===== src/rtl/alu_arbiter.sv =====
// alu_arbiter: round-robin front end that shares one combinational ALU among
// N_REQ requesters. One operation is in flight at a time: a grant in IDLE,
// one cycle of ALU evaluation in EXEC, then the tagged result is held in RESP
// until the consumer accepts it.
module alu_arbiter #(
    parameter int N_REQ = 4,
    parameter int ID_W  = 3,
    parameter int CNT_W = 16
) (
    input  logic                 clk,
    input  logic                 rst_n,
    input  logic [N_REQ-1:0]     req_valid,
    output logic [N_REQ-1:0]     req_ready,
    input  logic [N_REQ*32-1:0]  req_instr,
    input  logic [N_REQ*32-1:0]  req_a,
    input  logic [N_REQ*32-1:0]  req_b,
    output logic [31:0]          alu_instruction,
    output logic [31:0]          alu_reg_A,
    output logic [31:0]          alu_reg_B,
    input  logic [31:0]          alu_result,
    input  logic [2:0]           alu_flags,
    output logic                 rsp_valid,
    input  logic                 rsp_ready,
    output logic [ID_W-1:0]      rsp_id,
    output logic [31:0]          rsp_result,
    output logic [2:0]           rsp_flags,
    output logic                 busy,
    output logic [CNT_W-1:0]     op_count
);

    typedef enum logic [1:0] {
        IDLE = 2'd0,
        EXEC = 2'd1,
        RESP = 2'd2
    } state_t;

    state_t            state_reg, state_next;
    logic [ID_W-1:0]   rr_ptr_reg, rr_ptr_next;
    logic [31:0]       instr_reg, instr_next;
    logic [31:0]       a_reg, a_next;
    logic [31:0]       b_reg, b_next;
    logic [ID_W-1:0]   id_reg, id_next;
    logic              rsp_valid_reg, rsp_valid_next;
    logic [ID_W-1:0]   rsp_id_reg, rsp_id_next;
    logic [31:0]       rsp_result_reg, rsp_result_next;
    logic [2:0]        rsp_flags_reg, rsp_flags_next;
    logic [CNT_W-1:0]  op_count_reg, op_count_next;

    logic [31:0]       instr_lane [N_REQ];
    logic [31:0]       a_lane     [N_REQ];
    logic [31:0]       b_lane     [N_REQ];
    logic [N_REQ-1:0]  at_or_after_ptr;
    logic [N_REQ-1:0]  valid_masked;
    logic              grant_found;
    logic [ID_W-1:0]   grant_idx;
    logic [31:0]       sel_instr, sel_a, sel_b;

    // Unpack the flat request buses and mark requesters at or above rr_ptr.
    for (genvar gi = 0; gi < N_REQ; gi++) begin : g_lane
        assign instr_lane[gi]      = req_instr[32*gi +: 32];
        assign a_lane[gi]          = req_a[32*gi +: 32];
        assign b_lane[gi]          = req_b[32*gi +: 32];
        assign at_or_after_ptr[gi] = (ID_W'(gi) >= rr_ptr_reg);
        assign req_ready[gi]       = (state_reg == IDLE) && grant_found &&
                                     (grant_idx == ID_W'(gi));
    end

    assign valid_masked = req_valid & at_or_after_ptr;

    // Round-robin pick: lowest valid index at or above rr_ptr, else wrap to
    // the lowest valid index overall.
    always_comb begin
        grant_found = 1'b0;
        grant_idx   = '0;
        for (int i = N_REQ - 1; i >= 0; i--) begin
            if (req_valid[i]) begin
                grant_found = 1'b1;
                grant_idx   = ID_W'(i);
            end
        end
        for (int i = N_REQ - 1; i >= 0; i--) begin
            if (valid_masked[i]) begin
                grant_idx = ID_W'(i);
            end
        end
    end

    // Payload mux for the granted requester.
    always_comb begin
        sel_instr = '0;
        sel_a     = '0;
        sel_b     = '0;
        for (int i = 0; i < N_REQ; i++) begin
            if (grant_idx == ID_W'(i)) begin
                sel_instr = instr_lane[i];
                sel_a     = a_lane[i];
                sel_b     = b_lane[i];
            end
        end
    end

    // Next-state and datapath updates for the IDLE -> EXEC -> RESP sequence.
    always_comb begin
        state_next      = state_reg;
        rr_ptr_next     = rr_ptr_reg;
        instr_next      = instr_reg;
        a_next          = a_reg;
        b_next          = b_reg;
        id_next         = id_reg;
        rsp_valid_next  = rsp_valid_reg;
        rsp_id_next     = rsp_id_reg;
        rsp_result_next = rsp_result_reg;
        rsp_flags_next  = rsp_flags_reg;
        op_count_next   = op_count_reg;
        case (state_reg)
            IDLE: begin
                if (grant_found) begin
                    instr_next  = sel_instr;
                    a_next      = sel_a;
                    b_next      = sel_b;
                    id_next     = grant_idx;
                    rr_ptr_next = (grant_idx == ID_W'(N_REQ - 1)) ? '0 : grant_idx + 1'b1;
                    state_next  = EXEC;
                end
            end
            EXEC: begin
                rsp_result_next = alu_result;
                rsp_flags_next  = alu_flags;
                rsp_id_next     = id_reg;
                rsp_valid_next  = 1'b1;
                state_next      = RESP;
            end
            RESP: begin
                if (rsp_ready) begin
                    rsp_valid_next = 1'b0;
                    if (op_count_reg != {CNT_W{1'b1}}) begin
                        op_count_next = op_count_reg + 1'b1;
                    end
                    state_next = IDLE;
                end
            end
            default: begin
                state_next = IDLE;
            end
        endcase
    end

    // State and datapath registers; reset drops any in-flight operation.
    always_ff @(posedge clk or negedge rst_n) begin
        if (!rst_n) begin
            state_reg      <= IDLE;
            rr_ptr_reg     <= '0;
            instr_reg      <= '0;
            a_reg          <= '0;
            b_reg          <= '0;
            id_reg         <= '0;
            rsp_valid_reg  <= 1'b0;
            rsp_id_reg     <= '0;
            rsp_result_reg <= '0;
            rsp_flags_reg  <= '0;
            op_count_reg   <= '0;
        end else begin
            state_reg      <= state_next;
            rr_ptr_reg     <= rr_ptr_next;
            instr_reg      <= instr_next;
            a_reg          <= a_next;
            b_reg          <= b_next;
            id_reg         <= id_next;
            rsp_valid_reg  <= rsp_valid_next;
            rsp_id_reg     <= rsp_id_next;
            rsp_result_reg <= rsp_result_next;
            rsp_flags_reg  <= rsp_flags_next;
            op_count_reg   <= op_count_next;
        end
    end

    assign alu_instruction = instr_reg;
    assign alu_reg_A       = a_reg;
    assign alu_reg_B       = b_reg;
    assign rsp_valid       = rsp_valid_reg;
    assign rsp_id          = rsp_id_reg;
    assign rsp_result      = rsp_result_reg;
    assign rsp_flags       = rsp_flags_reg;
    assign busy            = (state_reg != IDLE);
    assign op_count        = op_count_reg;

endmodule


===== config.mk =====
export PLATFORM = sky130hd
export DESIGN_NAME = alu_arbiter
export DESIGN_NICKNAME = d
export VERILOG_FILES = /design/src/rtl/alu_arbiter.sv
export SDC_FILE = /design/constraint.sdc
export NUM_CORES = 1
export LEC_CHECK = 0
export CAP_MARGIN = 20
export CORE_AREA = 2 2 223 225
export CTS_CLUSTER_SIZE = 25
export DETAILED_ROUTE_END_ITERATION = 12
export DIE_AREA = 0 0 225 227
export HOLD_SLACK_MARGIN = 0.06
export PLACE_DENSITY = 0.5
export SYNTH_ARGS = -nofsm -noshare
export SYNTH_HDL_FRONTEND = slang
export SYNTH_SLANG_ARGS = --single-unit

===== constraint.sdc =====
create_clock -name clk -period 6.05 [get_ports clk]
set_clock_uncertainty 0.2 [all_clocks]
set_input_delay 0.605 -clock clk [delete_from_list [all_inputs] [get_ports clk]]
set_output_delay 0.605 -clock clk [all_outputs]
set_load 0.02 [all_outputs]

-- After elaboration in Yosys (flattened, before gate mapping)
Cells that the tools add are included.
- $add $sub $neg: 2
- magnitude comparators: 4
- eq/ne operators: 8
- multiplexer cells: 30
- bitwise logic cells: 1
- reductions and logical operators: 13
- operators with widths (cell ; number):
    $mux W32 ; 12
    $mux W3 ; 8
    $add A16 B1 Y16 const B ; 1
    $ne A16 B16 Y1 const B ; 1
    $eq A3 B2 Y1 const B ; 2
    $ge A1 B3 Y1 const A ; 2
    $ge A2 B3 Y1 const A ; 2
    $mux W2 ; 3
    $pmux W2 S3 ; 1
    $reduce_and A2 Y1 ; 3
    $logic_and A1 B1 Y1 ; 5
    $mux W1 ; 5
    $and A4 B4 Y4 ; 1
    $ne A2 B2 Y1 const B ; 2
    $reduce_bool A2 Y1 ; 2
    $add A3 B1 Y3 const B ; 1
    $eq A3 B1 Y1 const B ; 1
    $logic_not A3 Y1 ; 1
    $reduce_and A3 Y1 ; 1
    $eq A2 B1 Y1 const B ; 1
    $eq A2 B2 Y1 const B ; 1
    $logic_not A2 Y1 ; 1
    $pmux W1 S2 ; 1
- register bits after elaboration: 159
- input bits: 426
- output and inout port bits: 156
- word-level logic and storage cells: 69

-- Logic depth before layout (Yosys ltp)
Gate-level depths: netlist of the first run.
- depth after elaboration: 13
- mapped depth: 13
- mapped depth without buffers: 9

-- Least setup slack after synthesis of the first run
Ideal clock, no wire load.
- kind: input -> output
- start: in req_valid[2]
- end: out req_ready[3]
- arrival: 2.441 ns
- path slack: 2.804 ns
- stages on the path: 9
- path buffers: 3
- path through: mux2i_1 nor2_1 or3_1 inv_1 ha_1 clkbuf_1 clkbuf_1 clkbuf_1 and2_1
- cells in the longest elaborated chain, start to end: 9
- ends and longest elaborated chain (what ; RTL line ; source):
    start, declared ; 12 ; input logic [N_REQ-1:0] req_valid,
    $mux W3 (3 in series) ; 76 ; if (req_valid[i]) begin
    $mux W3 ; 82 ; if (valid_masked[i]) begin
    $mux W3 * (3 in series) ; 82 ;
    net grant_idx[0] ; 55 ; logic [ID_W-1:0] grant_idx;
    $eq A3 B2 Y1 * ; 65 ; (grant_idx == ID_W'(gi));
    $logic_and A1 B1 Y1 * ; 64 ; assign req_ready[gi] = (state_reg == IDLE) && grant_found &&
    end, declared ; 13 ; output logic [N_REQ-1:0] req_ready,
Mark *: on every way through the listed nets, which the timed path passes. The rest lies on a longest branch.

-- Worst setup path in the final report of the first run
- start: in req_valid[3]
- end: out req_ready[3]
- cells in the longest elaborated chain, start to end: 10
- ends and longest elaborated chain (what ; RTL line):
    $mux W2 ; 76
    $mux W3 (3 in series) ; 76
    $mux W3 (4 in series) ; 82
    $eq A3 B2 Y1 ; 65
    $logic_and A1 B1 Y1 * ; 64
Mark *: on every way between the ends. The rest lies on a longest branch, timed or not.

==> impl_metrics.json, run 1 <==
{
  "syn_inst": 959,
  "die_area_sq_um": 51100,
  "max-cap-violations": 0,
  "p_leak_nw": 6.46,
  "cp.arrival_ns": 3.94,
  "grt_setup_unrepaired": "false",
  "route.detailed.wl_per_inst_microns": 19.9,
  "cts_buffers": 17,
  "critPathMaxStageDelay_ns": 0.89,
  "synth.most_common_cell": "a21oi_1",
  "hold_violations": 0,
  "ant_nets": 0,
  "ys_ff_latch": 156,
  "synth_mux_area_share_pct": 4.88,
  "powerDensity_nw_per_um2": 493,
  "grt.overflow.total": 0,
  "grt_antenna_before_repair": 1,
  "path_delay_family": "simple AND/OR/NAND/NOR gates",
  "synth_xor_area_share_pct": 1.47,
  "grt_pass1_wl_microns": 60200,
  "synth_cell_type_count": 43,
  "viasPerCell": 4.53,
  "worst_slew_pin_slew_ns": 1.00,
  "die_w_microns": 225,
  "grt_max_degree": 194,
  "dp_hpwl_microns": 30700,
  "synth_top_area_share_pct": 43.5,
  "min_path_cells": 1,
  "yosys-top-cells-count": "180 x a21oi_1, 156 x dfrtp_1, 100 x inv_1",
  "setup_viol": 0,
  "path_max_fanout": 64,
  "synthTopCellsByArea": "dfrtp_1 44%, a21oi_1 10%, a211o_1 9.3%, a221oi_1 9.3%, mux2_2 4.8%",
  "slew-limit-headroom_pct": 32.4,
  "finalCritPeriodShare_pct": 78.4,
  "numPortBuffers": 580,
  "min_period_ns": 4.74,
  "wl_microns": 41900,
  "synth-adder-area-share_pct": 0.698,
  "gr-usage-all-layers_pct": 15.9,
  "die_y_microns": 227,
  "synth_top_area_cell": "dfrtp_1",
  "crit_slowest_cell": "nor4_1",
  "pin_count": 582,
  "drive_gt1_share_pct": 7.26,
  "ctsResizeCount": 0,
  "slew_violations": 0,
  "htree_levels": 4,
  "crit_chain": "clkdlybuf4s50_1, nor4_1, or2_4, inv_4, and2_1, clkdlybuf4s50_1",
  "gp_congestion": 0.844,
  "synth-main-ff-cell": "dfrtp_1",
  "cts.hold.buffers_added": 1,
  "power.total_mw": 7.77,
  "syn2layout_area_growth_pct": 75.8,
  "final_cells": 2109,
  "antenna_cells": 0,
  "outcome": "completed",
  "critPathRequiredTime_ns": 5.24,
  "critical_path_class": "input port to primary output",
  "initial_core_util_pct": 18.5,
  "dr_total_vias": 9547,
  "tns_ns": 0,
  "cts_root_buf": "clkbuf_16",
  "ys.warnings.count": 0,
  "rows": 81,
  "route.detailed.drc": 0,
  "irDropWorstVdd_uv": 283,
  "netlist_area_sq_um": 8960,
  "first_global_vias": 9679,
  "cts_buffer_depth": 2,
  "synth_compound_area_share_pct": 30.8,
  "dr.pass1.iters": 6,
  "core_sq_um": 48500,
  "clk_latency_ns": 0.49,
  "critPathBufInv": 3,
  "dp_cells": 2077,
  "crit_cells": 6,
  "synth_top_family_by_area": "compound AO/OA/AOI/OAI gates",
  "cts.sink_count": 156,
  "synth_simple_gate_area_share_pct": 8.09,
  "hold_path.class": "flop to flop",
  "synthArstFlopShare_pct": 100,
  "end_kind": "primary output",
  "drt-initial-drc-count": 468,
  "synth-edff-count": 0,
  "clk_pin_slew_worst_paths_ns": 0.07,
  "cts_setup_buffers": 0,
  "crit_top_cell": "clkdlybuf4s50_1",
  "start_kind": "input port",
  "syn_nets": 1390,
  "nets": 1906,
  "seq_area_frac_synth_pct": 43.5,
  "ff2ff_path_depth": 9,
  "syn_area_per_cell_sq_um": 9.35,
  "cts_tree": "built",
  "fmax_ghz": 0.211
}
-- layer usage --
layer  wire, microns  GRT usage [%]
met5               0              0
met4            1130           6.37
met3            2940           4.63
met2           20600           26.7
met1           17300           19.1
-- power breakdown --
| part | total, mW | internal, mW | switching (mW) |
|---|---|---|---|
| logic | 4.73 | 2.14 | 2.59 |
| registers | 1.87 | 1.56 | 0.307 |
| clock network | 1.16 | 0.651 | 0.510 |
| total | 7.77 | 4.36 | 3.41 |
-- placed cells by master, fill, tap and decap left out, types with 5 or more instances in the layout --
cell type | netlist | layout
a21oi_1 | 180 | 180
nand4_1 | 7 | 7
a21oi_2 | 16 | 16
dfrtp_1 | 156 | 156
xnor2_1 | 5 | 5
xor2_1 | 10 | 10
nand2_1 | 12 | 12
inv_1 | 100 | 100
nor2_1 | 98 | 98
a221oi_1 | 95 | 95
mux2_2 | 38 | 38
nor4_1 | 5 | 5
clkdlybuf4s50_1 | 0 | 579
clkbuf_16 | 0 | 17
a211o_1 | 95 | 95
buf_4 | 1 | 9
-- area by class of cell --
| type | count | area, sq um |
|---|---|---|
| inverter | 101 | 382 |
| tap | 622 | 778 |
| timing repair buffer | 592 | 5920 |
| clock inverter | 12 | 165 |
| sequential | 156 | 3900 |
| clock buffer | 19 | 433 |
| fill | 5074 | 32800 |
| multi-input combinational | 607 | 4180 |
-- metrics by stage --
| stage | instance area (sq um) | hold slack, ns | setup slack (ns) | utilization, % |
|---|---|---|---|---|
| finish | 15800 | 0.286 | 1.31 | 32.5 |
| global route | 15800 | 0.314 | 1.16 | 32.5 |
| CTS | 15800 | 0.290 | 1.30 | 32.5 |
| detailed placement | 15200 | 0.272 | 1.33 | 31.2 |
| global placement | 15200 | 0.269 | 1.36 | 31.2 |
| floorplan | 8960 | 0.109 | 2.80 | - |
-- worst paths after layout --
kind / start / endpoint / slack [ns]
setup / recovery: req_valid[3] / req_ready[3] / 1.31
max in group asynchronous: rst_n / alu_reg_B[30]$_DFFE_PN0P_ / 3.78
hold reg to reg: rsp_valid$_DFFE_PN0P_ / rsp_valid$_DFFE_PN0P_ / 0.29
min in group asynchronous: rst_n / rsp_result[16]$_DFFE_PN0P_ / 0.48
hold / removal: rsp_valid$_DFFE_PN0P_ / rsp_valid$_DFFE_PN0P_ / 0.29
setup reg to reg: rr_ptr_reg[1]$_DFFE_PN0P_ / alu_reg_A[29]$_DFFE_PN0P_ / 2.71
-- logic make-up after synthesis --
group,after synthesis
AOI/OAI and AO/OA,394
xor gates and xnor gates,15
adders and majority gates,5
buffers and inverters,196
DFF,156
muxes,39
other,1
and+or+nand+nor,153
(Power assumes the default switching activity.)
==> run 2, diff against run 1 <==
--- a/config.mk
+++ b/config.mk
@@ -6,12 +6,12 @@
 export NUM_CORES = 1
 export LEC_CHECK = 0
 export CAP_MARGIN = 20
-export CORE_AREA = 2 2 223 225
+export CORE_AREA = 2 2 225 227
 export CTS_CLUSTER_SIZE = 25
 export DETAILED_ROUTE_END_ITERATION = 12
-export DIE_AREA = 0 0 225 227
+export DIE_AREA = 0 0 227 229
 export HOLD_SLACK_MARGIN = 0.06
-export PLACE_DENSITY = 0.5
+export PLACE_DENSITY = 0.49
 export SYNTH_ARGS = -nofsm -noshare
 export SYNTH_HDL_FRONTEND = slang
 export SYNTH_SLANG_ARGS = --single-unit
==> constraint.sdc (replaced) <==
create_clock -name clk -period 4.6 [get_ports clk]
set_clock_uncertainty 0.2 [all_clocks]
set_input_delay 0.46 -clock clk [delete_from_list [all_inputs] [get_ports clk]]
set_output_delay 0.46 -clock clk [all_outputs]
set_load 0.02 [all_outputs]
==> run 2 against run 1 <==
Net effect: final cell count increased by 2.7%; non-clock buffer count increased by 5; design area is 0.86% higher; clock power increased by 33%; setup slack worse by 0.33 ns; hold slack worse by 0.0073 ns; first-iteration DRC count is 14% lower; wire length grew 1.0%; total power is 32% higher; critical path type is now flop to primary output; critical endpoint is now req_ready[1]; highest routed layer is now met5.
==> impl_metrics.json, run 2 (synthesized netlist as in run 1, its figures left out) <==
{
  "route.detailed.wl_per_inst_microns": 19.6,
  "die_w_microns": 227,
  "dp_hpwl_microns": 30900,
  "pin_count": 582,
  "route.detailed.drc": 0,
  "irDropWorstVdd_uv": 353,
  "finalCritPeriodShare_pct": 78.7,
  "cts_buffer_depth": 2,
  "first_global_vias": 9872,
  "initial_core_util_pct": 18.1,
  "gp_congestion": 0.863,
  "cts.hold.buffers_added": 1,
  "fill_cells": 5242,
  "grt_pass1_wl_microns": 62100,
  "worstHoldStart": "rsp_valid$_DFFE_PN0P_",
  "r2r_slack_ns": 1.36,
  "cts_tree": "built",
  "cts_setup_buffers": 0,
  "powerDensity_nw_per_um2": 645,
  "max-cap-violations": 0,
  "final_cell_mix": "579 x clkdlybuf4s50_1, 180 x a21oi_1, 156 x dfrtp_1",
  "worst_hold_slack_ns": 0.279,
  "rows": 82,
  "slew-limit-headroom_pct": 33.3,
  "drive_gt1_share_pct": 7.77,
  "dr.pass1.iters": 4,
  "cts_buffers": 17,
  "outcome": "completed",
  "nets": 1911,
  "cts.sink_count": 156,
  "fmax_ghz": 0.276,
  "slew_violations": 0,
  "numPortBuffers": 580,
  "path_max_fanout": 6,
  "wl_microns": 42400,
  "tns_ns": 0,
  "worst_slew_pin_slew_ns": 1.00,
  "r2r_start": "rr_ptr_reg[1]$_DFFE_PN0P_",
  "critPathRequiredTime_ns": 3.94,
  "drt-initial-drc-count": 402,
  "ctsResizeCount": 0,
  "antenna_cells": 0,
  "setup_viol": 0,
  "min_period_ns": 3.62,
  "startpoint": "rr_ptr_reg[1]$_DFFE_PN0P_",
  "htree_levels": 4,
  "critical_path_class": "flop to primary output",
  "viasPerCell": 4.46,
  "hold_violations": 0,
  "grt_max_degree": 194,
  "ant_nets": 0,
  "start_kind": "flop",
  "final_common_cell": "clkdlybuf4s50_1",
  "cp.arrival_ns": 2.96,
  "syn2layout_area_growth_pct": 77.3,
  "end_kind": "primary output",
  "gr-usage-all-layers_pct": 16.1,
  "die_area_sq_um": 52000,
  "grt_setup_unrepaired": "false",
  "p_leak_nw": 6.50,
  "dr_total_vias": 9666,
  "grt_antenna_before_repair": 1,
  "grt.overflow.total": 0,
  "hold_path.class": "flop to flop",
  "core_sq_um": 49700,
  "die_y_microns": 229,
  "clk_latency_ns": 0.48,
  "clk_pin_slew_worst_paths_ns": 0.08,
  "cts_root_buf": "clkbuf_16"
}
## run 2: changes by cell type in the layout (fill, tap and decap cells not counted), moves of 2 or more
cell | before | now
buf_12 | 2 | 4
inv_6 | 1 | 4
clkinv_4 | 4 | 2
clkbuf_1 | 2 | 0
buf_4 | 9 | 12
inv_8 | 1 | 3
## run 2: worst max-delay path, cell delays in order, from the launching register on
cell and delay, ns:
dfrtp_1 0.46, mux2i_1 0.22, nor2_1 0.05, or3_1 0.50, inv_1 0.24, ha_4 0.22
and2_1 0.17, clkdlybuf4s50_1 0.61
## run 2: layout make-up
class,count,area (sq um),area share (%)
multi-input cells,607,4180,26.3
repair buffers,597,5990,37.7
clock buffers,17,425,2.68
inverters,101,382,2.40
well taps,672,841,5.29
flip-flops and latches,156,3900,24.6
clock inverters,15,183,1.15
## run 2: final timing paths
check | to | depth (start not counted)
worst min register to register | rsp_valid$_DFFE_PN0P_ | 1
min in group asynchronous | rsp_result[18]$_DFFE_PN0P_ | 2
worst max register to register | alu_reg_A[30]$_DFFE_PN0P_ | 8
worst min-delay path | rsp_valid$_DFFE_PN0P_ | 1
worst max-delay path | req_ready[1] | 7
max in group asynchronous | alu_reg_A[11]$_DFFE_PN0P_ | 3
## run 2: layer usage
metal | share of wire [%] | vias up | track usage (%) | wire length [microns]
li1 | - | 4546 | - | -
met1 | 40 | 4701 | 19.0 | 17100
met2 | 50 | 353 | 27.7 | 21300
met3 | 6.8 | 64 | 4.31 | 2870
met4 | 2.7 | 2 | 6.37 | 1160
met5 | 0.028 | - | 0 | 12
## run 2: stage by stage
step                      power (mW)  worst slack, ns  instances  utilization, %  area, sq um
final                           10.3            0.981       2165            32.0        15900
after global routing            11.0            0.761       2165            32.0        15900
after CTS                       10.4            0.848       2165            32.0        15900
after detailed placement        8.83            0.870       2132            30.8        15300
after global placement          8.79            0.874       2132            30.8        15300
after floorplan                 6.22             1.63        959               -         8960
## run 2: report_power, final
group	switching [mW]	internal (mW)	total, mW
Sequential	0.411	2.06	2.47
Clock	0.717	0.820	1.54
Combinational	3.40	2.85	6.25
Total	4.53	5.73	10.3
==> run 3, diff against run 2 <==
==> constraint.sdc (replaced) <==
create_clock -name clk -period 3.45 [get_ports clk]
set_clock_uncertainty 0.2 [all_clocks]
set_input_delay 0.345 -clock clk [delete_from_list [all_inputs] [get_ports clk]]
set_output_delay 0.345 -clock clk [all_outputs]
set_load 0.02 [all_outputs]
==> run 3 against run 2 <==
Net effect: sequential share of layout area decreased by 0.38 points; sequential cell count is the same; hold slack lost 0.15 ns; wire length is 1.7% higher; core utilization increased by 0.50 points; final cell count grew 1.2%; first-iteration DRC count grew 11%; largest power group unchanged; clock power is 23% higher; sequential power grew 33%; combinational power increased by 40%; critical endpoint unchanged; die area stayed put.
==> impl_metrics.json, run 3 (synthesized netlist as in run 1, its figures left out) <==
{
  "outcome": "completed",
  "worst_hold_slack_ns": 0.125,
  "ff2ff_path_depth": 12,
  "viasPerCell": 4.42,
  "gr-usage-all-layers_pct": 16.3,
  "pin_count": 582,
  "grt_max_degree": 104,
  "fmax_ghz": 0.306,
  "syn2layout_area_growth_pct": 80.1,
  "crit_chain": "mux2i_1, nor2_1, or3_1, inv_2, ha_4, and2_1, clkdlybuf4s50_1",
  "clk_latency_ns": 0.48,
  "critical_path_class": "flop to primary output",
  "grt_busiest_layer": "met2",
  "min_period_ns": 3.26,
  "die_w_microns": 227,
  "nets": 1934,
  "ant_nets": 0,
  "drt-initial-drc-count": 445,
  "path_max_fanout": 5,
  "die_y_microns": 229,
  "core_sq_um": 49700,
  "cts_buffer_depth": 2,
  "slew_violations": 0,
  "stdcell_area_sq_um": 16100,
  "dr_total_vias": 9685,
  "route.detailed.wl_per_inst_microns": 19.7,
  "rows": 82,
  "numPortBuffers": 580,
  "grtUsageMet2_pct": 28.2,
  "first_global_vias": 9895,
  "powerDensity_nw_per_um2": 861,
  "grt_setup_unrepaired": "false",
  "critPathRequiredTime_ns": 2.90,
  "gp_congestion": 0.862,
  "grt_pass1_wl_microns": 62600,
  "cts_root_buf": "clkbuf_16",
  "max-cap-violations": 0,
  "grt_antenna_before_repair": 1,
  "placed_area_sq_um": 15600,
  "cts_tree": "built",
  "irDropWorstVdd_uv": 380,
  "p_leak_nw": 6.63,
  "grt.overflow.total": 0,
  "tns_ns": 0,
  "start_kind": "flop",
  "clk_pin_slew_worst_paths_ns": 0.07,
  "cts_buffers": 17,
  "die_area_sq_um": 52000,
  "cts.sink_count": 156,
  "drive_gt1_share_pct": 9.10,
  "worst_slew_pin_slew_ns": 0.771,
  "final_common_cell": "clkdlybuf4s50_1",
  "dr.pass1.iters": 5,
  "dp_cells": 2155,
  "critPathMaxStageDelay_ns": 0.63,
  "dp_hpwl_microns": 31500,
  "hold_path.class": "input port to asynchronous set/reset pin",
  "finalCritPeriodShare_pct": 94.6,
  "setup_viol": 0,
  "crit_slowest_cell": "clkdlybuf4s50_1",
  "end_kind": "primary output",
  "met3_usage_pct": 4.93,
  "hold_violations": 0,
  "dp_slack_ns": -0.0330,
  "initial_core_util_pct": 18.1,
  "slew-limit-headroom_pct": 48.2,
  "route.detailed.drc": 0,
  "layout_setup_ws_ns": 0.187,
  "final_cells": 2190,
  "final_cell_mix": "579 x clkdlybuf4s50_1, 180 x a21oi_1, 156 x dfrtp_1",
  "htree_levels": 4,
  "cp.arrival_ns": 2.72,
  "wl_microns": 43100,
  "met1_usage_pct": 19.0
}
==> run 3: power by group <==
part	switching [mW]	internal, mW
clock network	0.902	0.998
logic	4.66	4.06
registers	0.534	2.74
total	6.10	7.80
==> run 3: worst max-delay path: cells and delay by family, from the launching register on <==
kind          cells  cell delay [ns]
mux               1             0.21
simple gates      3             0.67
fa+ha+maj         1             0.21
flops             1             0.36
buf+inv           2             0.79
==> run 3: worst paths after layout <==
| kind | from | to | slack [ns] |
|---|---|---|---|
| max | rr_ptr_reg[1]$_DFFE_PN0P_ | req_ready[1] | 0.19 |
| min | rst_n | rsp_result[20]$_DFFE_PN0P_ | 0.12 |
| max reg2reg | rr_ptr_reg[1]$_DFFE_PN0P_ | alu_reg_A[10]$_DFFE_PN0P_ | 0.58 |
| min reg2reg | rsp_valid$_DFFE_PN0P_ | rsp_valid$_DFFE_PN0P_ | 0.30 |
| max in group asynchronous | rst_n | rsp_result[7]$_DFFE_PN0P_ | 2.02 |
| min in group clk | alu_result[14] | rsp_result[14]$_DFFE_PN0P_ | 0.26 |
==> run 3: what timing repair did <==
item	CTS	global route
setup buffers	0	0
resized for setup	1	1
hold buffers	1	0
setup endpoints to repair	1	1
hold endpoints to repair	48	0
==> run 3: per-layer routing <==
metal  wire length [microns]  up-vias
li1                        -     4586
met1                   17400     4709
met3                    3170       47
met4                     935        0
met5                       0        -
met2                   21600      343
==> run 3: layout make-up <==
class	instances	area, sq um
Fill cell	5181	33500
Timing Repair Buffer	620	6280
Multi-Input combinational cell	607	4180
Sequential cell	156	3900
Tap cell	672	841
Clock buffer	20	437
Inverter	101	382
Clock inverter	12	115
Antenna cell	2	5.00
==> run 3: stage by stage <==
stage / utilization, % / total power [mW]
final: 32.5 / 13.9
after global routing: 32.5 / 14.9
after CTS: 32.5 / 14.2
after detailed placement: 31.4 / 12.2
after global placement: 31.4 / 12.1
after floorplan: - / 8.30
